**config.mk**
```make
export PLATFORM = sky130hd
export DESIGN_NAME = seg7_scan_driver
export DESIGN_NICKNAME = d
export VERILOG_FILES = /design/src/rtl/seg7_scan_driver.sv
export SDC_FILE = /design/constraint.sdc
export NUM_CORES = 1
export LEC_CHECK = 0
export ABC_CLOCK_PERIOD_IN_PS = 4100
export BUFFER_PORTS_ARGS = -buffer_cell sky130_fd_sc_hd__buf_2
export CORE_MARGIN = 8
export CORE_UTILIZATION = 63
export DETAILED_ROUTE_END_ITERATION = 8
export HOLD_SLACK_MARGIN = 0.02
export PLACE_DENSITY_LB_ADDON = 0.08
export SYNTH_ARGS = -nofsm -noshare
export SYNTH_HDL_FRONTEND = slang
export SYNTH_SLANG_ARGS = --single-unit
```
**constraint.sdc**
```tcl
create_clock -name clk -period 4.1 [get_ports clk]
set_input_delay 0.41 -clock clk [delete_from_list [all_inputs] [get_ports clk]]
set_output_delay 0.41 -clock clk [all_outputs]
set_load 0.02 [all_outputs]
```
**src/rtl/seg7_scan_driver.sv**
```systemverilog
// Time-multiplexed multi-digit seven-segment driver for common-anode displays.
// Double-buffered display value, guard blanking per digit slot, leading-zero blanking.
module seg7_scan_driver #(
    parameter int NUM_DIGITS  = 4,
    parameter int REFRESH_DIV = 50000,
    parameter int GUARD       = 16
) (
    input  logic                      clk,
    input  logic                      rst_n,
    input  logic                      load,
    input  logic [4*NUM_DIGITS-1:0]   value,
    input  logic [NUM_DIGITS-1:0]     dp_in,
    input  logic                      lz_blank,
    input  logic                      enable,
    output logic [6:0]                segs,
    output logic                      dp,
    output logic [NUM_DIGITS-1:0]     an,
    output logic                      frame_done
);

    localparam int CNT_W = (REFRESH_DIV > 1) ? $clog2(REFRESH_DIV) : 1;
    localparam int IDX_W = (NUM_DIGITS > 1) ? $clog2(NUM_DIGITS) : 1;
    localparam int VAL_W = 4 * NUM_DIGITS;

    function automatic logic [6:0] glyph(input logic [3:0] nib);
        logic [6:0] g;
        case (nib)
            4'h0:    g = 7'b0000001;
            4'h1:    g = 7'b1001111;
            4'h2:    g = 7'b0010010;
            4'h3:    g = 7'b0000110;
            4'h4:    g = 7'b1001100;
            4'h5:    g = 7'b0100100;
            4'h6:    g = 7'b0100000;
            4'h7:    g = 7'b0001111;
            4'h8:    g = 7'b0000000;
            4'h9:    g = 7'b0000100;
            4'hA:    g = 7'b0001000;
            4'hB:    g = 7'b1100000;
            4'hC:    g = 7'b0110001;
            4'hD:    g = 7'b1000010;
            4'hE:    g = 7'b0110000;
            4'hF:    g = 7'b0111000;
            default: g = 7'b1111111;
        endcase
        return g;
    endfunction

    logic [CNT_W-1:0]      r_cnt;
    logic [IDX_W-1:0]      r_idx;
    logic                  r_restart;
    logic [VAL_W-1:0]      r_shadow_val;
    logic [NUM_DIGITS-1:0] r_shadow_dp;
    logic [VAL_W-1:0]      r_active_val;
    logic [NUM_DIGITS-1:0] r_active_dp;
    logic                  r_pending;
    logic [6:0]            r_segs;
    logic                  r_dp;
    logic [NUM_DIGITS-1:0] r_an;
    logic                  r_frame_done;

    logic [CNT_W-1:0]      w_cnt;
    logic                  w_slot_end;
    logic                  w_frame_end;
    logic [3:0]            w_nib;
    logic                  w_upper_zero;
    logic                  w_lz;
    logic [6:0]            w_segs;
    logic                  w_dp;
    logic [NUM_DIGITS-1:0] w_an;

    // After a disabled stretch the slot count restarts at zero for the current digit.
    always_comb begin
        w_cnt       = r_restart ? {CNT_W{1'b0}} : r_cnt;
        w_slot_end  = enable && (w_cnt == CNT_W'(REFRESH_DIV - 1));
        w_frame_end = w_slot_end && (r_idx == IDX_W'(NUM_DIGITS - 1));
    end

    // Leading-zero detection: this digit and every more significant digit are zero.
    always_comb begin
        w_nib        = r_active_val[r_idx*4 +: 4];
        w_upper_zero = 1'b1;
        for (int j = 0; j < NUM_DIGITS; j++) begin
            if ((j >= int'(r_idx)) && (r_active_val[j*4 +: 4] != 4'h0)) begin
                w_upper_zero = 1'b0;
            end else begin
                w_upper_zero = w_upper_zero;
            end
        end
        w_lz = lz_blank && (r_idx != {IDX_W{1'b0}}) && w_upper_zero;
    end

    // Next output values: dark during guard interval or when disabled.
    always_comb begin
        w_an   = {NUM_DIGITS{1'b1}};
        w_segs = 7'b1111111;
        w_dp   = 1'b1;
        if (enable && (w_cnt >= CNT_W'(GUARD))) begin
            w_an[r_idx] = 1'b0;
            w_segs      = w_lz ? 7'b1111111 : glyph(w_nib);
            w_dp        = ~r_active_dp[r_idx];
        end else begin
            w_an   = {NUM_DIGITS{1'b1}};
            w_segs = 7'b1111111;
            w_dp   = 1'b1;
        end
    end

    // Slot counter and digit index; frozen while disabled.
    always_ff @(posedge clk or negedge rst_n) begin
        if (!rst_n) begin
            r_cnt     <= {CNT_W{1'b0}};
            r_idx     <= {IDX_W{1'b0}};
            r_restart <= 1'b0;
        end else if (enable) begin
            r_restart <= 1'b0;
            if (w_slot_end) begin
                r_cnt <= {CNT_W{1'b0}};
                r_idx <= (r_idx == IDX_W'(NUM_DIGITS - 1)) ? {IDX_W{1'b0}} : r_idx + IDX_W'(1);
            end else begin
                r_cnt <= w_cnt + CNT_W'(1);
            end
        end else begin
            r_restart <= 1'b1;
        end
    end

    // Shadow/active double buffer; active only changes on a frame boundary.
    always_ff @(posedge clk or negedge rst_n) begin
        if (!rst_n) begin
            r_shadow_val <= {VAL_W{1'b0}};
            r_shadow_dp  <= {NUM_DIGITS{1'b0}};
            r_active_val <= {VAL_W{1'b0}};
            r_active_dp  <= {NUM_DIGITS{1'b0}};
            r_pending    <= 1'b0;
        end else begin
            if (load) begin
                r_shadow_val <= value;
                r_shadow_dp  <= dp_in;
            end
            if (w_frame_end) begin
                if (load) begin
                    r_active_val <= value;
                    r_active_dp  <= dp_in;
                end else if (r_pending) begin
                    r_active_val <= r_shadow_val;
                    r_active_dp  <= r_shadow_dp;
                end
                r_pending <= 1'b0;
            end else if (load) begin
                r_pending <= 1'b1;
            end
        end
    end

    // Output registers.
    always_ff @(posedge clk or negedge rst_n) begin
        if (!rst_n) begin
            r_segs       <= 7'b1111111;
            r_dp         <= 1'b1;
            r_an         <= {NUM_DIGITS{1'b1}};
            r_frame_done <= 1'b0;
        end else begin
            r_segs       <= w_segs;
            r_dp         <= w_dp;
            r_an         <= w_an;
            r_frame_done <= w_frame_end;
        end
    end

    assign segs       = r_segs;
    assign dp         = r_dp;
    assign an         = r_an;
    assign frame_done = r_frame_done;

endmodule

```
==> run_results.csv <==
group,metric,value,unit
synthesis,yosysMostFrequentCell,"dfrtp_1",
timing,finalSetupTns,0,ps
clock_tree,clkSinkCount,73,
layout,fin_area,0.004103,mm²
drt,vias,2454,
power_and_ir_drop,p_int,1.156,mW
timing,setup_viol,0,
run,cap_violations,0,
synthesis,synth_top_area_cell,"dfrtp_1",
critical_path,cp-end-kind,"flop",
placement,hpwl,5131,µm
timing,worst_slack,1237,ps
critical_path,reg2regPathDepth,8,
synthesis,yosys.area.top_type_share,0.4182,
critical_path,path_class,"reg -> reg",
critical_path,r2r-end,"r_active_val[7]",
die,core,0.005540,mm²
synthesis,ys_ff_latch,73,
drt,viasPerCell,5.857,
timing,hold_viol,0,
layout,fin_cells,419,
power_and_ir_drop,p_sw,371.2,µW
power_and_ir_drop,p_per_area,372.3,mW/mm²
synthesis,synth_fp_nets,341,
outcome,outcome,"completed",
timing,slew_violations,0,
placement,placed_cells,403,
die,initial_utilization,0.6588,
die,dieHeight,92.12,µm
min_path,hold_path_class,"in -> async",
critical_path,critPathTopFamily,"simple AND/OR/NAND/NOR gates",
timing,fmax,349.2,MHz
die,rows,27,
drt,dr.pass1.iters,4,
clock_tree,cts_setup_buffers,0,
layout,drive_gt1_frac,0.3401,
clock_tree,clkTransAtPathRegs,80,ps
synthesis,ys_warn_count,0,
synthesis,synthArstFlopShare,1.000,
grt,grt.total_usage,0.1847,
layout,area_growth,12.41,%
drt,detail-route-antenna-nets,0,
grt,grt_max_degree,36,
critical_path,cp_slowest_cell,"dfrtp_1",
placement,gp_congestion,0.8300,
synthesis,ys_seq_area_frac,0.5046,
power_and_ir_drop,swShare,0.2430,
clock_tree,numCtsBuffers,9,
synthesis,postSynthCellCount,303,
placement,portBuffers,37,
synthesis,synthTopCellsByCount,"dfrtp_1 (61), nand2_1 (30), mux2_2 (22)",
clock_tree,ctsHoldBuffers,0,
critical_path,crit_chain,"nand2b_1, inv_1, ha_1, nand3_1, nor4_2, o21a_4, nand3b_4, mux2_4",
timing,fin_worst_skew,8.317,ps
power_and_ir_drop,seqPwrFrac,0.512,
power_and_ir_drop,pwr-share-clk,0.409,
critical_path,rrSetupSlack,1240,ps
grt,grt_pass1_vias,2506,
critical_path,cp-start-kind,"flop",
synthesis,ys_top_cells_by_area,"dfrtp_1 (42%), dfstp_2 (8.6%), mux2_4 (8.2%), mux2_2 (6.8%), ha_1 (4.5%)",
synthesis,synth-edff-count,0,
critical_path,r2r_start,"r_restart",
timing,slew_headroom,0.4425,
critical_path,arrival,3100,ps
placement,place_area,0.003882,mm²
layout,final_util,0.7405,
grt,grt_pass1_wl,12360,µm
die,die_width,92.12,µm
synthesis,synth-main-ff-cell,"dfrtp_1",
placement,pre_cts_slack,1279,ps
clock_tree,tritoncts,"done",
grt,grt_overflow_total,0,
power_and_ir_drop,combPwrFrac,0.079,
drt,drc,0,
power_and_ir_drop,p_total,1.528,mW
grt,antenna_found_initial,0,
layout,n_antenna_cell,0,
timing,hold_slack,140.4,ps
drt,wl,7282,µm
synthesis,post_synth.cell_area_avg,12.05,µm²
power_and_ir_drop,vdd.ir_drop.worst,0.3242,mV
critical_path,max_stage_delay,560,ps
critical_path,critPathRequiredTime,4330,ps
critical_path,cp_max_fo,20,
clock_tree,htree_num_levels,3,
critical_path,critPathBufInv,1,
clock_tree,cts_resized,0,
clock_tree,clk-insertion-delay-late,350,ps
drt,drt_iter0_drc,97,
die,ios,38,
clock_tree,clock-root-buffer,"clkbuf_8",
die,fp.dieArea,0.008485,mm²
drt,wl_per_cell,17.38,µm
power_and_ir_drop,p_leak,1.858,nW
timing,fin_crit_sh,0.6984,
timing,period_needed,2863,ps
layout,nNetsFinal,380,
timing,rsz0062_at_grt,"false",
synthesis,yosysUniqueCellTypes,50,
synthesis,synth_area,0.003650,mm²
clock_tree,cts_buffer_depth,2,
timing,tightest_slew,829.8,ps
worst max path at each step:
stage / end / cells past startpoint / from / slack (ps)
floorplan: r_active_dp[0] / 10 / r_restart / 1650
global placement: r_active_dp[2] / 8 / r_restart / 1380
detailed placement: r_active_dp[2] / 8 / r_restart / 1280
CTS: r_active_val[14] / 8 / r_restart / 1250
global route: r_active_val[7] / 8 / r_restart / 1030
finish: r_active_val[7] / 8 / r_restart / 1240
worst reg2reg max path, stage by stage (launching register included):
cell	delay (ps)
dfrtp_1	560
nand2b_1	270
inv_1	70
ha_1	240
nand3_1	160
nor4_2	420
o21a_4	240
nand3b_4	340
mux2_4	430
metal layers:
layer,part of all wire,track usage,up-vias
met5,0,0,-
met4,0.014,0.06980,0
met3,0.055,0.06927,11
met2,0.48,0.2837,65
met1,0.45,0.2317,1197
li1,-,-,1181
power by group through the flow:
stage               logic, mW  registers [mW]  clock network [mW]
global placement        0.119           0.794                   0
floorplan              0.0704           0.794                   0
finish                  0.121           0.782               0.625
CTS                     0.123           0.781               0.637
global route            0.136           0.786               0.662
detailed placement      0.122           0.795                   0
layout make-up:
| class | instances | area (µm²) |
|---|---|---|
| repair buffers | 39 | 200.2 |
| well taps | 72 | 90.09 |
| flip-flops and latches | 73 | 1842 |
| clock inverters | 6 | 92.59 |
| inverters | 11 | 41.29 |
| fillers | 396 | 1438 |
| multi-input cells | 208 | 1709 |
| clock buffers | 10 | 127.6 |
registers in the layout, indices dropped and copies added (netlist names):
signal	count
r_active_val	16
r_cnt	16
r_shadow_val	16
segs	7
an	4
r_active_dp	4
r_shadow_dp	4
r_idx	2
dp	1
frame_done	1
r_pending	1
r_restart	1
cells in the final DEF, fill, tap and decap left out, drive strengths merged, types with 9 or more instances in the layout:
cell type / netlist / layout
nor2: 11 / 11
dfrtp: 61 / 61
buf: 3 / 39
clkbuf: 8 / 10
a21oi: 9 / 9
nand2: 30 / 30
mux2: 42 / 42
dfstp: 12 / 12
inv: 9 / 10
ha: 13 / 13
o21ai: 18 / 18
nand3: 9 / 9
nor3: 12 / 12
cells by family (layout without fill, tap and decap cells):
logic type,Yosys count,count (layout),share of synthesized area
XOR/XNOR,2,2,0.004800
flip-flops,73,73,0.5046
buffers and inverters,22,66,0.02708
AO/OA/AOI/OAI,51,51,0.09290
adder cells (fa/ha/maj),13,13,0.04457
multiplexers,54,54,0.1968
AND/OR/NAND/NOR,88,88,0.1292
(Power assumes the default switching activity.)
